File: src/rtl/acc_cpu_pkg.sv
// Shared types for the parametrised accumulator CPU: opcodes, FSM states,
// ALU operation codes and the opcode-to-ALU decode helper.
package acc_cpu_pkg;

    // Instruction opcodes (upper nibble of each instruction word).
    // Values C, D and E are unassigned and execute as NOP.
    typedef enum logic [3:0] {
        OP_NOP = 4'h0,
        OP_LDA = 4'h1,
        OP_STA = 4'h2,
        OP_ADD = 4'h3,
        OP_SUB = 4'h4,
        OP_LDI = 4'h5,
        OP_AND = 4'h6,
        OP_OR  = 4'h7,
        OP_XOR = 4'h8,
        OP_JMP = 4'h9,
        OP_JZ  = 4'hA,
        OP_JC  = 4'hB,
        OP_HLT = 4'hF
    } opcode_e;

    // Control FSM states.
    typedef enum logic [1:0] {
        FETCH  = 2'd0,
        EXEC   = 2'd1,
        HALTED = 2'd2
    } state_e;

    // Operations carried out by the combinational ALU.
    typedef enum logic [2:0] {
        ALU_PASS = 3'd0,
        ALU_ADD  = 3'd1,
        ALU_SUB  = 3'd2,
        ALU_AND  = 3'd3,
        ALU_OR   = 3'd4,
        ALU_XOR  = 3'd5
    } alu_op_e;

    // Select the ALU operation for an opcode; anything that does not use the
    // ALU result simply passes the memory operand through.
    function automatic alu_op_e alu_op_of(input opcode_e op);
        alu_op_e r;
        case (op)
            OP_ADD:  r = ALU_ADD;
            OP_SUB:  r = ALU_SUB;
            OP_AND:  r = ALU_AND;
            OP_OR:   r = ALU_OR;
            OP_XOR:  r = ALU_XOR;
            default: r = ALU_PASS;
        endcase
        return r;
    endfunction

endpackage

File: src/rtl/acc_cpu_alu.sv
// Combinational ALU for the accumulator CPU. ADD reports carry-out, SUB
// reports borrow (a < b unsigned); other operations report carry = 0.
module acc_cpu_alu
    import acc_cpu_pkg::*;
#(
    parameter int DATA_W = 8
) (
    input  alu_op_e           op,
    input  logic [DATA_W-1:0] a,
    input  logic [DATA_W-1:0] b,
    output logic [DATA_W-1:0] result,
    output logic              carry
);

    logic [DATA_W:0] sum;
    logic [DATA_W:0] diff;

    // One extra bit on both operands exposes carry-out / borrow as the MSB.
    assign sum  = {1'b0, a} + {1'b0, b};
    assign diff = {1'b0, a} - {1'b0, b};

    // Result and carry selection by operation.
    always_comb begin
        result = b;
        carry  = 1'b0;
        case (op)
            ALU_ADD: begin
                result = sum[DATA_W-1:0];
                carry  = sum[DATA_W];
            end
            ALU_SUB: begin
                result = diff[DATA_W-1:0];
                carry  = diff[DATA_W];
            end
            ALU_AND: result = a & b;
            ALU_OR:  result = a | b;
            ALU_XOR: result = a ^ b;
            default: result = b;
        endcase
    end

endmodule

File: src/rtl/acc_cpu_param.sv
// Parametrised two-cycle accumulator CPU (FETCH -> EXEC) with Z/C flags,
// logic operations and conditional branches. imem/dmem are plain arrays that
// are loaded from outside the core; the core itself only writes dmem (STA).
// Optional build macro ACC_CPU_STEP_EN adds step_en/step single-step inputs.
//
// Timing: the EXEC cycle of every instruction has retire=1; pc already holds
// fetch address + 1 during EXEC, and acc/flags/dmem/branch target update on
// the clock edge that ends EXEC.
module acc_cpu_param
    import acc_cpu_pkg::*;
#(
    parameter int DATA_W = 8,
    parameter int ADDR_W = 8,
    parameter int OPND_W = 4
) (
    input  logic              clk,
    input  logic              rst_n,
`ifdef ACC_CPU_STEP_EN
    input  logic              step_en,
    input  logic              step,
`endif
    output logic [ADDR_W-1:0] pc,
    output logic [DATA_W-1:0] acc,
    output logic              halt,
    output logic              zf,
    output logic              cf,
    output logic              retire
);

    localparam int INSN_W = 4 + OPND_W;

    // Program and data memories; contents are preserved across reset.
    logic [INSN_W-1:0] imem [2**ADDR_W];
    logic [DATA_W-1:0] dmem [2**OPND_W];

    state_e            state;
    logic [INSN_W-1:0] ir;

    opcode_e           op;
    logic [OPND_W-1:0] opnd;
    logic [DATA_W-1:0] mval;
    logic [DATA_W-1:0] imm;
    logic [ADDR_W-1:0] target;
    alu_op_e           alu_op;
    logic [DATA_W-1:0] alu_res;
    logic              alu_carry;
    logic              go;

    assign op     = opcode_e'(ir[INSN_W-1 -: 4]);
    assign opnd   = ir[OPND_W-1:0];
    assign mval   = dmem[opnd];
    assign imm    = DATA_W'(opnd);
    assign target = ADDR_W'(opnd);
    assign alu_op = alu_op_of(op);

`ifdef ACC_CPU_STEP_EN
    // In step mode a fetch only happens in a cycle where step is high.
    assign go = !step_en || step;
`else
    assign go = 1'b1;
`endif

    acc_cpu_alu #(
        .DATA_W (DATA_W)
    ) u_alu (
        .op     (alu_op),
        .a      (acc),
        .b      (mval),
        .result (alu_res),
        .carry  (alu_carry)
    );

    // Control FSM with the architectural registers (pc, acc, flags, halt, retire).
    always_ff @(posedge clk or negedge rst_n) begin
        if (!rst_n) begin
            state  <= FETCH;
            ir     <= '0;
            pc     <= '0;
            acc    <= '0;
            zf     <= 1'b0;
            cf     <= 1'b0;
            halt   <= 1'b0;
            retire <= 1'b0;
        end else begin
            retire <= 1'b0;
            case (state)
                FETCH: begin
                    if (go) begin
                        ir     <= imem[pc];
                        pc     <= pc + ADDR_W'(1);
                        retire <= 1'b1;
                        state  <= EXEC;
                    end
                end
                EXEC: begin
                    state <= FETCH;
                    case (op)
                        OP_LDA, OP_ADD, OP_SUB, OP_AND, OP_OR, OP_XOR: begin
                            acc <= alu_res;
                            zf  <= (alu_res == '0);
                            if (op == OP_ADD || op == OP_SUB) begin
                                cf <= alu_carry;
                            end
                        end
                        OP_LDI: begin
                            acc <= imm;
                            zf  <= (imm == '0);
                        end
                        OP_JMP: pc <= target;
                        OP_JZ:  if (zf) pc <= target;
                        OP_JC:  if (cf) pc <= target;
                        OP_HLT: begin
                            halt  <= 1'b1;
                            state <= HALTED;
                        end
                        default: ;
                    endcase
                end
                HALTED: state <= HALTED;
                default: state <= FETCH;
            endcase
        end
    end

    // STA write lands on the edge that ends EXEC, so the next instruction sees it.
    always_ff @(posedge clk) begin
        if (state == EXEC && op == OP_STA) begin
            dmem[opnd] <= acc;
        end
    end

endmodule

File: config.mk
export PLATFORM = sky130hd
export DESIGN_NAME = acc_cpu_param
export DESIGN_NICKNAME = d
export VERILOG_FILES = /design/src/rtl/acc_cpu_pkg.sv /design/src/rtl/acc_cpu_alu.sv /design/src/rtl/acc_cpu_param.sv
export SDC_FILE = /design/constraint.sdc
export NUM_CORES = 1
export LEC_CHECK = 0
export CAP_MARGIN = 20
export CORE_UTILIZATION = 37
export CTS_BUF_LIST = sky130_fd_sc_hd__clkbuf_8
export DETAILED_ROUTE_END_ITERATION = 8
export PLACE_DENSITY = 0.75
export SLEW_MARGIN = 40
export SYNTH_ARGS = -nofsm -noshare
export SYNTH_HDL_FRONTEND = slang
export SYNTH_SLANG_ARGS = --single-unit
File: constraint.sdc
create_clock -name clk -period 1.1 [get_ports clk]
set_input_delay 0.165 -clock clk [delete_from_list [all_inputs] [get_ports clk]]
set_output_delay 0.165 -clock clk [all_outputs]
set_load 0.02 [all_outputs]
==> results of run 1 <==
cells in the final DEF, fill, tap and decap left out:
| cell | n |
|---|---|
| xor2_1 | 1 |
| mux2_2 | 1 |
| conb_1 | 11 |
| dfrtp_2 | 2 |
| clkdlybuf4s50_1 | 1 |
| nand4_1 | 4 |
| buf_2 | 1 |
| buf_4 | 9 |
| clkbuf_2 | 3 |
| clkbuf_8 | 3 |
| inv_1 | 1 |
| nor2b_1 | 1 |
| and4bb_2 | 1 |
| and3_1 | 1 |
| clkdlybuf4s15_1 | 5 |
| nand2_1 | 2 |
| ha_1 | 1 |
| dfrtp_1 | 8 |
| nor2_2 | 1 |
| xnor2_1 | 6 |
sequential cells by signal, summed over array words and instances, names as in the netlist:
| register | cells |
|---|---|
| state | 2 |
| pc | 8 |
what timing repair did:
action                     4_1_cts  5_1_grt
buffers inserted                 0        0
setup endpoints to repair       12       13
gates cloned                     0        0
gates resized for setup         16        7
hold buffers                     0        0
hold endpoints to repair         0        0
pin swaps                        4        2
critical path: cells and delay by family, from the launching register on:
kind             cells  cell delay [ns]
XOR/XNOR             1             0.14
flip-flops           1             0.42
AND/OR/NAND/NOR      2             0.45
final timing paths:
kind | start | endpoint | slack [ns] | cells after the start
max in group asynchronous | rst_n | pc[0]$_DFFE_PN0P_ | 0.73 | 2
min in group clk | state[0]$_DFF_PN0_ | state[1]$_DFF_PN0_ | 0.48 | 1
min reg2reg | state[0]$_DFF_PN0_ | state[1]$_DFF_PN0_ | 0.48 | 1
min | rst_n | pc[3]$_DFFE_PN0P_ | 0.22 | 2
max reg2reg | state[0]$_DFF_PN0_ | pc[7]$_DFFE_PN0P_ | -0.03 | 3
max | state[0]$_DFF_PN0_ | pc[7]$_DFFE_PN0P_ | -0.03 | 3
layout make-up:
cell class                 instances  area, um2  share of cell area [%]
multi-input combinational         30        190                    29.1
clock inverter                     1       3.75                   0.575
sequential                        10        253                    38.7
tap                               14       17.5                    2.68
timing repair buffer              19        148                    22.6
clock buffer                       3       41.3                    6.32
Yosys cell counts:
cell | n | share of area, %
and4bb_2 | 1 | 2.6
conb_1 | 1 | 0.77
dfrtp_1 | 10 | 52
and3_1 | 1 | 1.3
xor2_1 | 1 | 1.8
xnor2_1 | 6 | 11
nor2_2 | 1 | 1.3
ha_1 | 1 | 2.6
nand4_1 | 4 | 5.2
mux2_2 | 1 | 2.3
nor2b_1 | 1 | 1.3
buf_4 | 11 | 17
nand2_1 | 2 | 1.5
logic make-up (layout without fill, tap and decap cells):
family	after synthesis	after routing
mux	1	1
flops	10	10
buf+inv	11	23
xor+xnor	7	7
other cells	1	11
fa+ha+maj	1	1
simple gates	10	10
metrics by stage:
| step | hold slack [ns] | instances | total power, uW |
|---|---|---|---|
| finish | 0.222 | 77 | 793 |
| global route | 0.227 | 77 | 835 |
| CTS | 0.219 | 77 | 808 |
| detailed placement | 0.472 | 73 | 420 |
| global placement | 0.458 | 73 | 420 |
| floorplan | -0.131 | 51 | 437 |
metal layers:
layer | vias up | wire length (um) | global-route usage [%]
li1 | 158 | - | -
met1 | 151 | 307 | 12.3
met2 | 15 | 450 | 24.6
met3 | 0 | 57 | 8.72
met4 | 0 | 0 | 10.7
met5 | - | 0 | 0
power by group through the flow:
| stage | clock, uW | combinational (uW) | sequential (uW) |
|---|---|---|---|
| 5_1_grt | 417 | 49.5 | 368 |
| 3_5_place_dp | 0 | 45.6 | 375 |
| 6_report | 378 | 45.5 | 369 |
| 4_1_cts | 393 | 45.6 | 369 |
| 3_3_place_gp | 0 | 45.2 | 375 |
| 2_1_floorplan | 0 | 62.5 | 375 |
==> metrics.cfg, run 1 <==
[yosys]
yosysSeqAreaShare_pct = 51.5
synth-compound-area-share_pct = 0
yosysWarnings = 0
synthMuxAreaShare_pct = 2.32
synth_seq_cells = 10
synth_cell_types = 13
synthesis.instances = 41
synth_top_family_by_area = buffers and inverters
synthXorXnorAreaFrac_pct = 12.6
netlist_area_um2 = 485
avgSynthCellArea_um2 = 11.8
synth_fa_ha_area_share_pct = 2.58
synth-simple-area-share_pct = 13.1

[timing]
hold_viol_final = 0
fin_skew_ns = 0.00278
worst_slack_ns = -0.0324
setup_violations = 4
final_max_slew_viol_count = 0
rsz0062_at_grt = yes
final.min_clock_period_ns = 1.13
max_freq_ghz = 0.883
setup-tns-final_ns = -0.0791
post-route-period-util_pct = 103

[finish]
syn_to_final_growth_pct = 34.5
final_area_um2 = 653
drive_above_1_share_pct = 33.3
n_fill_cell = 110
fin_util_pct = 56.5
n_antenna_cell = 0
nets = 67

[setup_path]
crit_slowest_cell = dfrtp_2
max_stage_delay_ns = 0.42
worstPathArrival_ns = 1.25
path_class = reg -> reg
cp_max_fo = 4
startpoint_type = register
crit_required_ns = 1.22
cp-end-kind = register
cp_cell_sequence = and4bb_2, nand4_1, xnor2_1

[detailed_routing]
wl_um = 815
drt_iter0_markers = 6
vias = 324
wire_per_inst_um = 10.6
route.detailed.drc = 0
vias_per_cell = 4.21
firstDrtPassIters = 2
antenna_left = 0

[clocking]
cts_inserted_buffers = 3
clk_path_buf_depth = 2
cts.sinks = 10
root_buffer = clkbuf_8
path_clk_slew_ns = 0.05
clk_latency_ns = 0.24
cts_tree = yes
htree_num_levels = 1

[pwr]
clkPwrFrac_pct = 47.7
pwr-share-comb_pct = 5.7
power_frac_seq_pct = 46.6
irDropWorstVdd_v = 0.000636
p_leak_uw = 0.000311
cellPowerDensity_nw_per_um2 = 1210
p_sw_share_pct = 22.1
p_sw_uw = 175
intPower_uw = 618

[grt]
grt_max_degree = 11
grt_usage_pct = 14.6
grt_pass1_wl_mm = 1.28
grt_pass1_vias = 305
antenna_found_initial = 0
gr-total-overflow = 0

[die]
start_util_pct = 42.0
die_h_um = 38.2
coreArea_um2 = 1160
io_pins = 22
die_area_um2 = 1460
die_width_um = 38.2
rows = 12

[placement]
io_buffers = 10
dp_hpwl_um = 560
place_area_um2 = 628
dpl_worst_slack_ns = -0.0390
gp_congestion = 0.750

[run_status]
status = complete, but fails checks
violations = setup timing

[hold_path]
hp-class = in -> async

[job]
maxCapViolations = 0

Power figures use the tool's default switching activity.
==> inputs of run 2 (changes only) <==
--- a/config.mk
+++ b/config.mk
@@ -7,7 +7,7 @@
 export LEC_CHECK = 0
 export CAP_MARGIN = 20
 export CORE_UTILIZATION = 37
-export CTS_BUF_LIST = sky130_fd_sc_hd__clkbuf_8
+export CTS_BUF_LIST = sky130_fd_sc_hd__clkbuf_2 sky130_fd_sc_hd__clkbuf_4 sky130_fd_sc_hd__clkbuf_8
 export DETAILED_ROUTE_END_ITERATION = 8
 export PLACE_DENSITY = 0.75
 export SLEW_MARGIN = 40
==> run 2 against run 1 <==
Against the previous run: the flow still finishes with violations (setup timing); combinational power is essentially flat; power decreased by 12%; worst hold slack worse by 0.036 ns; via count grew 0.93%; final cell count stayed put; sequential power barely moved; register-to-register slack about the same; cell area is 6.1% lower; setup slack improved by 0.0019 ns; routed wire length down 5.9%; clock skew rose by 0.0016 ns.
==> metrics.cfg, run 2 (synthesis results as in run 1) <==
[run_status]
status = complete, but fails checks
violations = setup timing

[finish]
syn_to_final_growth_pct = 26.3
n_antenna_cell = 0  ; unchanged
reg.largest.list = pc: 8 flops, state: 2 flops
nets = 67  ; unchanged
regMostFlops = pc
final_cell_mix = conb_1, buf_4, dfrtp_1
final_common_cell = conb_1
n_fill_cell = 120  ; +9.1%
drive_above_1_share_pct = 42.9  ; +9.5 points
largest_reg_flops = 8  ; unchanged

[die]
die_area_um2 = 1460  ; unchanged
coreArea_um2 = 1160  ; unchanged
die_width_um = 38.2  ; unchanged
io_pins = 22  ; unchanged
start_util_pct = 42.0  ; unchanged
die_h_um = 38.2  ; unchanged
rows = 12  ; unchanged

[clocking]
clk_latency_ns = 0.27  ; +0.03 ns
root_buffer = clkbuf_4
clk_path_buf_depth = 2  ; unchanged
path_clk_slew_ns = 0.06  ; about the same
cts_inserted_buffers = 3  ; unchanged
cts_tree = yes
htree_num_levels = 1  ; unchanged
cts.sinks = 10  ; unchanged

[grt]
grt_max_degree = 11  ; unchanged
grt_pass1_wl_mm = 1.16  ; -9.2%
grt_usage_pct = 13.3  ; -1.3 points
gr-total-overflow = 0  ; unchanged
antenna_found_initial = 0  ; unchanged
grt_pass1_vias = 289  ; -5.2%

[detailed_routing]
antenna_left = 0  ; unchanged
vias = 327  ; +0.93%
wl_um = 767  ; -5.9%
route.detailed.drc = 0  ; unchanged
firstDrtPassIters = 5  ; +3
wire_per_inst_um = 9.96  ; -5.9%
vias_per_cell = 4.25  ; +0.93%
drt_iter0_markers = 4  ; -2

[setup_path]
cp_max_fo = 4  ; unchanged
cp_cell_sequence = and4bb_2, nand4_1, xnor2_1
worstPathArrival_ns = 1.28  ; +0.03 ns
crit_slowest_cell = dfrtp_2
startpoint_type = register
cp-end-kind = register
max_stage_delay_ns = 0.42  ; about the same
path_class = reg -> reg
crit_required_ns = 1.25  ; +0.03 ns

[pwr]
cellPowerDensity_nw_per_um2 = 1140  ; -6.4%
p_leak_uw = 0.000301  ; -3.2%
irDropWorstVdd_v = 0.000565  ; -11%

[timing]
rsz0062_at_grt = yes
hold_viol_final = 0  ; unchanged
final.min_clock_period_ns = 1.13  ; -0.00192 ns
post-route-period-util_pct = 103  ; -0.17 points
fin_skew_ns = 0.00438  ; +0.00159 ns
setup_violations = 3  ; -1
holdWs_ns = 0.187  ; -0.0356 ns
worst_slack_ns = -0.0305  ; +0.00192 ns
setup-tns-final_ns = -0.0577  ; +0.0214 ns
final_max_slew_viol_count = 0  ; unchanged
max_freq_ghz = 0.885  ; +0.17%

[placement]
gp_congestion = 0.750  ; unchanged
dpl_worst_slack_ns = -0.0390  ; unchanged
dp_hpwl_um = 560  ; unchanged
io_buffers = 10  ; unchanged

[hold_path]
hp-class = in -> async

[job]
maxCapViolations = 0  ; unchanged

[run 2: worst max-delay path, delay by kind of cell, from the launching register on]
kind | cells | cell delay [ns]
DFF | 1 | 0.42
and+or+nand+nor | 2 | 0.46
xor gates and xnor gates | 1 | 0.13
[run 2: final cells by class]
| type | instances | area (um2) | share of cell area (%) |
|---|---|---|---|
| Sequential cell | 10 | 253 | 41.2 |
| Multi-Input combinational cell | 30 | 190 | 31.0 |
| Timing Repair Buffer | 19 | 123 | 20.0 |
| Clock buffer | 4 | 30.0 | 4.90 |
| Tap cell | 14 | 17.5 | 2.86 |
[run 2: routing by layer]
metal  part of all wire [%]  global-route usage [%]  wire [um]  up-vias
met4                    3.5                    10.7         27        0
met2                     47                    21.6        358       19
met1                     40                    10.9        310      145
li1                       -                       -          -      159
met5                      0                       0          0        -
met3                    9.1                    8.72         70        4
[run 2: through the flow]
step	cells	cell area, um2	util (%)	total power (uW)
floorplan	51	526	-	437
global placement	73	628	54.3	420
detailed placement	73	628	54.3	420
CTS	77	647	56.0	708
global route	77	613	53.0	738
finish	77	613	53.0	697
[run 2: timing repair]
item                       CTS  global route
buffers inserted             0             0
setup endpoints to repair   12            10
hold buffers                 0             0
resized for setup           27             6
hold endpoints to repair     0             0
pin swaps                    0             3
[run 2: report_power, final]
part	internal (uW)	switching, uW
registers	368	0
logic	5.44	40.0
clock network	165	119
[run 2: worst paths after layout]
check,startpoint,end,slack [ns],cells past startpoint
max,state[0]$_DFF_PN0_,pc[7]$_DFFE_PN0P_,-0.03,3
max reg2reg,state[0]$_DFF_PN0_,pc[7]$_DFFE_PN0P_,-0.03,3
min in group clk,state[0]$_DFF_PN0_,state[1]$_DFF_PN0_,0.48,1
min reg2reg,state[0]$_DFF_PN0_,state[1]$_DFF_PN0_,0.48,1
min,rst_n,pc[3]$_DFFE_PN0P_,0.19,2
max in group asynchronous,rst_n,state[0]$_DFF_PN0_,0.77,2
==> inputs of run 3 (changes only) <==
--- a/config.mk
+++ b/config.mk
@@ -6,10 +6,13 @@
 export NUM_CORES = 1
 export LEC_CHECK = 0
 export CAP_MARGIN = 20
-export CORE_UTILIZATION = 37
+export CELL_PAD_IN_SITES_DETAIL_PLACEMENT = 0
+export CELL_PAD_IN_SITES_GLOBAL_PLACEMENT = 1
+export CORE_ASPECT_RATIO = 0.75
+export CORE_UTILIZATION = 28
 export CTS_BUF_LIST = sky130_fd_sc_hd__clkbuf_2 sky130_fd_sc_hd__clkbuf_4 sky130_fd_sc_hd__clkbuf_8
 export DETAILED_ROUTE_END_ITERATION = 8
-export PLACE_DENSITY = 0.75
+export PLACE_DENSITY_LB_ADDON = 0.1
 export SLEW_MARGIN = 40
 export SYNTH_ARGS = -nofsm -noshare
 export SYNTH_HDL_FRONTEND = slang
==> run 3 against run 2 <==
Against the previous run: the flow still finishes with violations (setup timing); power down 0.20%; clock skew up 0.0045 ns; sequential cell count unchanged; utilization down 12 points; global-route usage down 2.9 points; combinational power about the same; non-clock buffer count up 1; final cell count up 10%; critical path type unchanged; critical endpoint unchanged; largest cell class unchanged; highest routed layer is now met3.
==> metrics.cfg, run 3 (synthesis results as in run 1) <==
[run_status]
status = complete, but fails checks
violations = setup timing

[timing]
hold_viol_final = 0  ; unchanged
rsz0062_at_grt = yes
holdWs_ns = 0.188  ; +0.00107 ns
worst_slack_ns = -0.0326  ; -0.00205 ns
max_freq_ghz = 0.883  ; -0.18%
final_max_slew_viol_count = 0  ; unchanged
fin_skew_ns = 0.00892  ; +0.00454 ns
setup_violations = 2  ; -1
final.min_clock_period_ns = 1.13  ; +0.00205 ns
post-route-period-util_pct = 103  ; +0.19 points

[grt]
grt_usage_pct = 10.3  ; -2.9 points
grt_max_degree = 11  ; unchanged
antenna_found_initial = 0  ; unchanged
grt_pass1_wl_mm = 1.41  ; +22%
grt_pass1_vias = 308  ; +6.6%
gr-total-overflow = 0  ; unchanged

[clocking]
cts_tree = yes
root_buffer = clkbuf_4
htree_num_levels = 1  ; unchanged
clk_path_buf_depth = 2  ; unchanged
clk_latency_ns = 0.26  ; about the same
cts_inserted_buffers = 3  ; unchanged
path_clk_slew_ns = 0.07  ; about the same
cts.sinks = 10  ; unchanged

[finish]
drive_above_1_share_pct = 43.8  ; +0.89 points
fin_util_pct = 41.0  ; -12 points
syn_to_final_growth_pct = 30.7
n_antenna_cell = 0  ; unchanged
largest_reg_flops = 8  ; unchanged
reg.largest.list = pc: 8 flops, state: 2 flops
regMostFlops = pc
nets = 68  ; +1.5%
seq_area_um2 = 253  ; unchanged
final_common_cell = conb_1
n_fill_cell = 154  ; +28%
multi_input_area_um2 = 195  ; +2.6%
final_cell_mix = conb_1, buf_4, dfrtp_1

[setup_path]
worstReg2RegStart = state[0]$_DFF_PN0_
worstPathArrival_ns = 1.27  ; about the same
path_class = reg -> reg
cp_max_fo = 4  ; unchanged
crit_start = state[0]$_DFF_PN0_
cp-end-kind = register
startpoint_type = register
crit_required_ns = 1.24  ; about the same

[die]
coreArea_um2 = 1550  ; +34%
die_h_um = 38.1  ; -0.42%
die_area_um2 = 1910  ; +30%
rows = 12  ; unchanged
start_util_pct = 31.4  ; -11 points
die_width_um = 50.1  ; +31%
io_pins = 22  ; unchanged

[pwr]
irDropWorstVdd_v = 0.000345  ; -39%
pwr-share-comb_pct = 6.6  ; about the same
cellPowerDensity_nw_per_um2 = 1100  ; -3.5%
p_sw_share_pct = 22.8  ; -0.057 points
intPower_uw = 537  ; -0.12%
p_sw_uw = 158  ; -0.45%
clkPwrFrac_pct = 40.6  ; about the same
power_frac_seq_pct = 52.8  ; about the same
p_leak_uw = 0.000305  ; +1.3%
p_total_uw = 695  ; -0.20%

[placement]
gp_congestion = 0.702  ; -6.5%
io_buffers = 10  ; unchanged

[hold_path]
hp-class = in -> async

[detailed_routing]
route.detailed.drc = 0  ; unchanged
dr_wl_met3_um = 53  ; -24%
drt_iter0_markers = 2  ; -2
wire_per_inst_um = 9.61  ; -3.5%
antenna_left = 0  ; unchanged
firstDrtPassIters = 2  ; -3
topRoutingLayerUsed = met3
wl_um = 817  ; +6.5%
vias = 330  ; +0.92%
wl_met2_um = 407  ; +14%
vias_per_cell = 3.88  ; -8.6%
met1_length_um = 356  ; +15%

[job]
maxCapViolations = 0  ; unchanged

==> run 3: stage by stage <==
step / cells / setup TNS (ns) / setup WS, ns / instance area (um2)
final: 85 / -0.0571 / -0.0326 / 634
after global placement: 80 / -0.134 / -0.0379 / 637
after global routing: 85 / -0.294 / -0.0989 / 634
after detailed placement: 80 / -0.218 / -0.0505 / 637
after CTS: 84 / -0.140 / -0.0503 / 652
after floorplan: 51 / -0.120 / -0.0433 / 526
==> run 3: final cells by class <==
class / count / share of cell area, %
Clock buffer: 4 / 4.73
Multi-Input combinational cell: 30 / 30.8
Tap cell: 21 / 4.14
Sequential cell: 10 / 39.8
Timing Repair Buffer: 20 / 20.5
==> run 3: path summary, 6_finish.rpt <==
path,to,slack (ns),cells after the start
min reg2reg,state[1]$_DFF_PN0_,0.49,1
max in group asynchronous,state[0]$_DFF_PN0_,0.76,2
min in group clk,state[1]$_DFF_PN0_,0.49,1
min,state[1]$_DFF_PN0_,0.19,2
max,pc[7]$_DFFE_PN0P_,-0.03,3
max reg2reg,pc[7]$_DFFE_PN0P_,-0.03,3
==> run 3: critical path, stage by stage (launching register included) <==
cell and delay, ns:
dfrtp_2 0.43, and4bb_2 0.34, nand4_1 0.10, xnor2_1 0.14
==> run 3: what timing repair did <==
item,4_1_cts,5_1_grt
resized for setup,24,7
hold buffers,0,0
setup endpoints to repair,12,13
pin swaps,2,3
buffers inserted,0,1
==> run 3: power groups by stage <==
stage	Clock, uW	Combinational [uW]	Sequential, uW
finish	282	45.6	368
CTS	291	45.9	367
global placement	0	45.2	375
global route	312	50.1	367
floorplan	0	62.5	375
detailed placement	0	45.9	375
==> run 3: per-layer routing <==
layer	track usage (%)	vias to the layer above
met2	17.3	16
met4	6.43	0
met5	0	-
li1	-	159
met1	12.7	155
met3	1.59	0
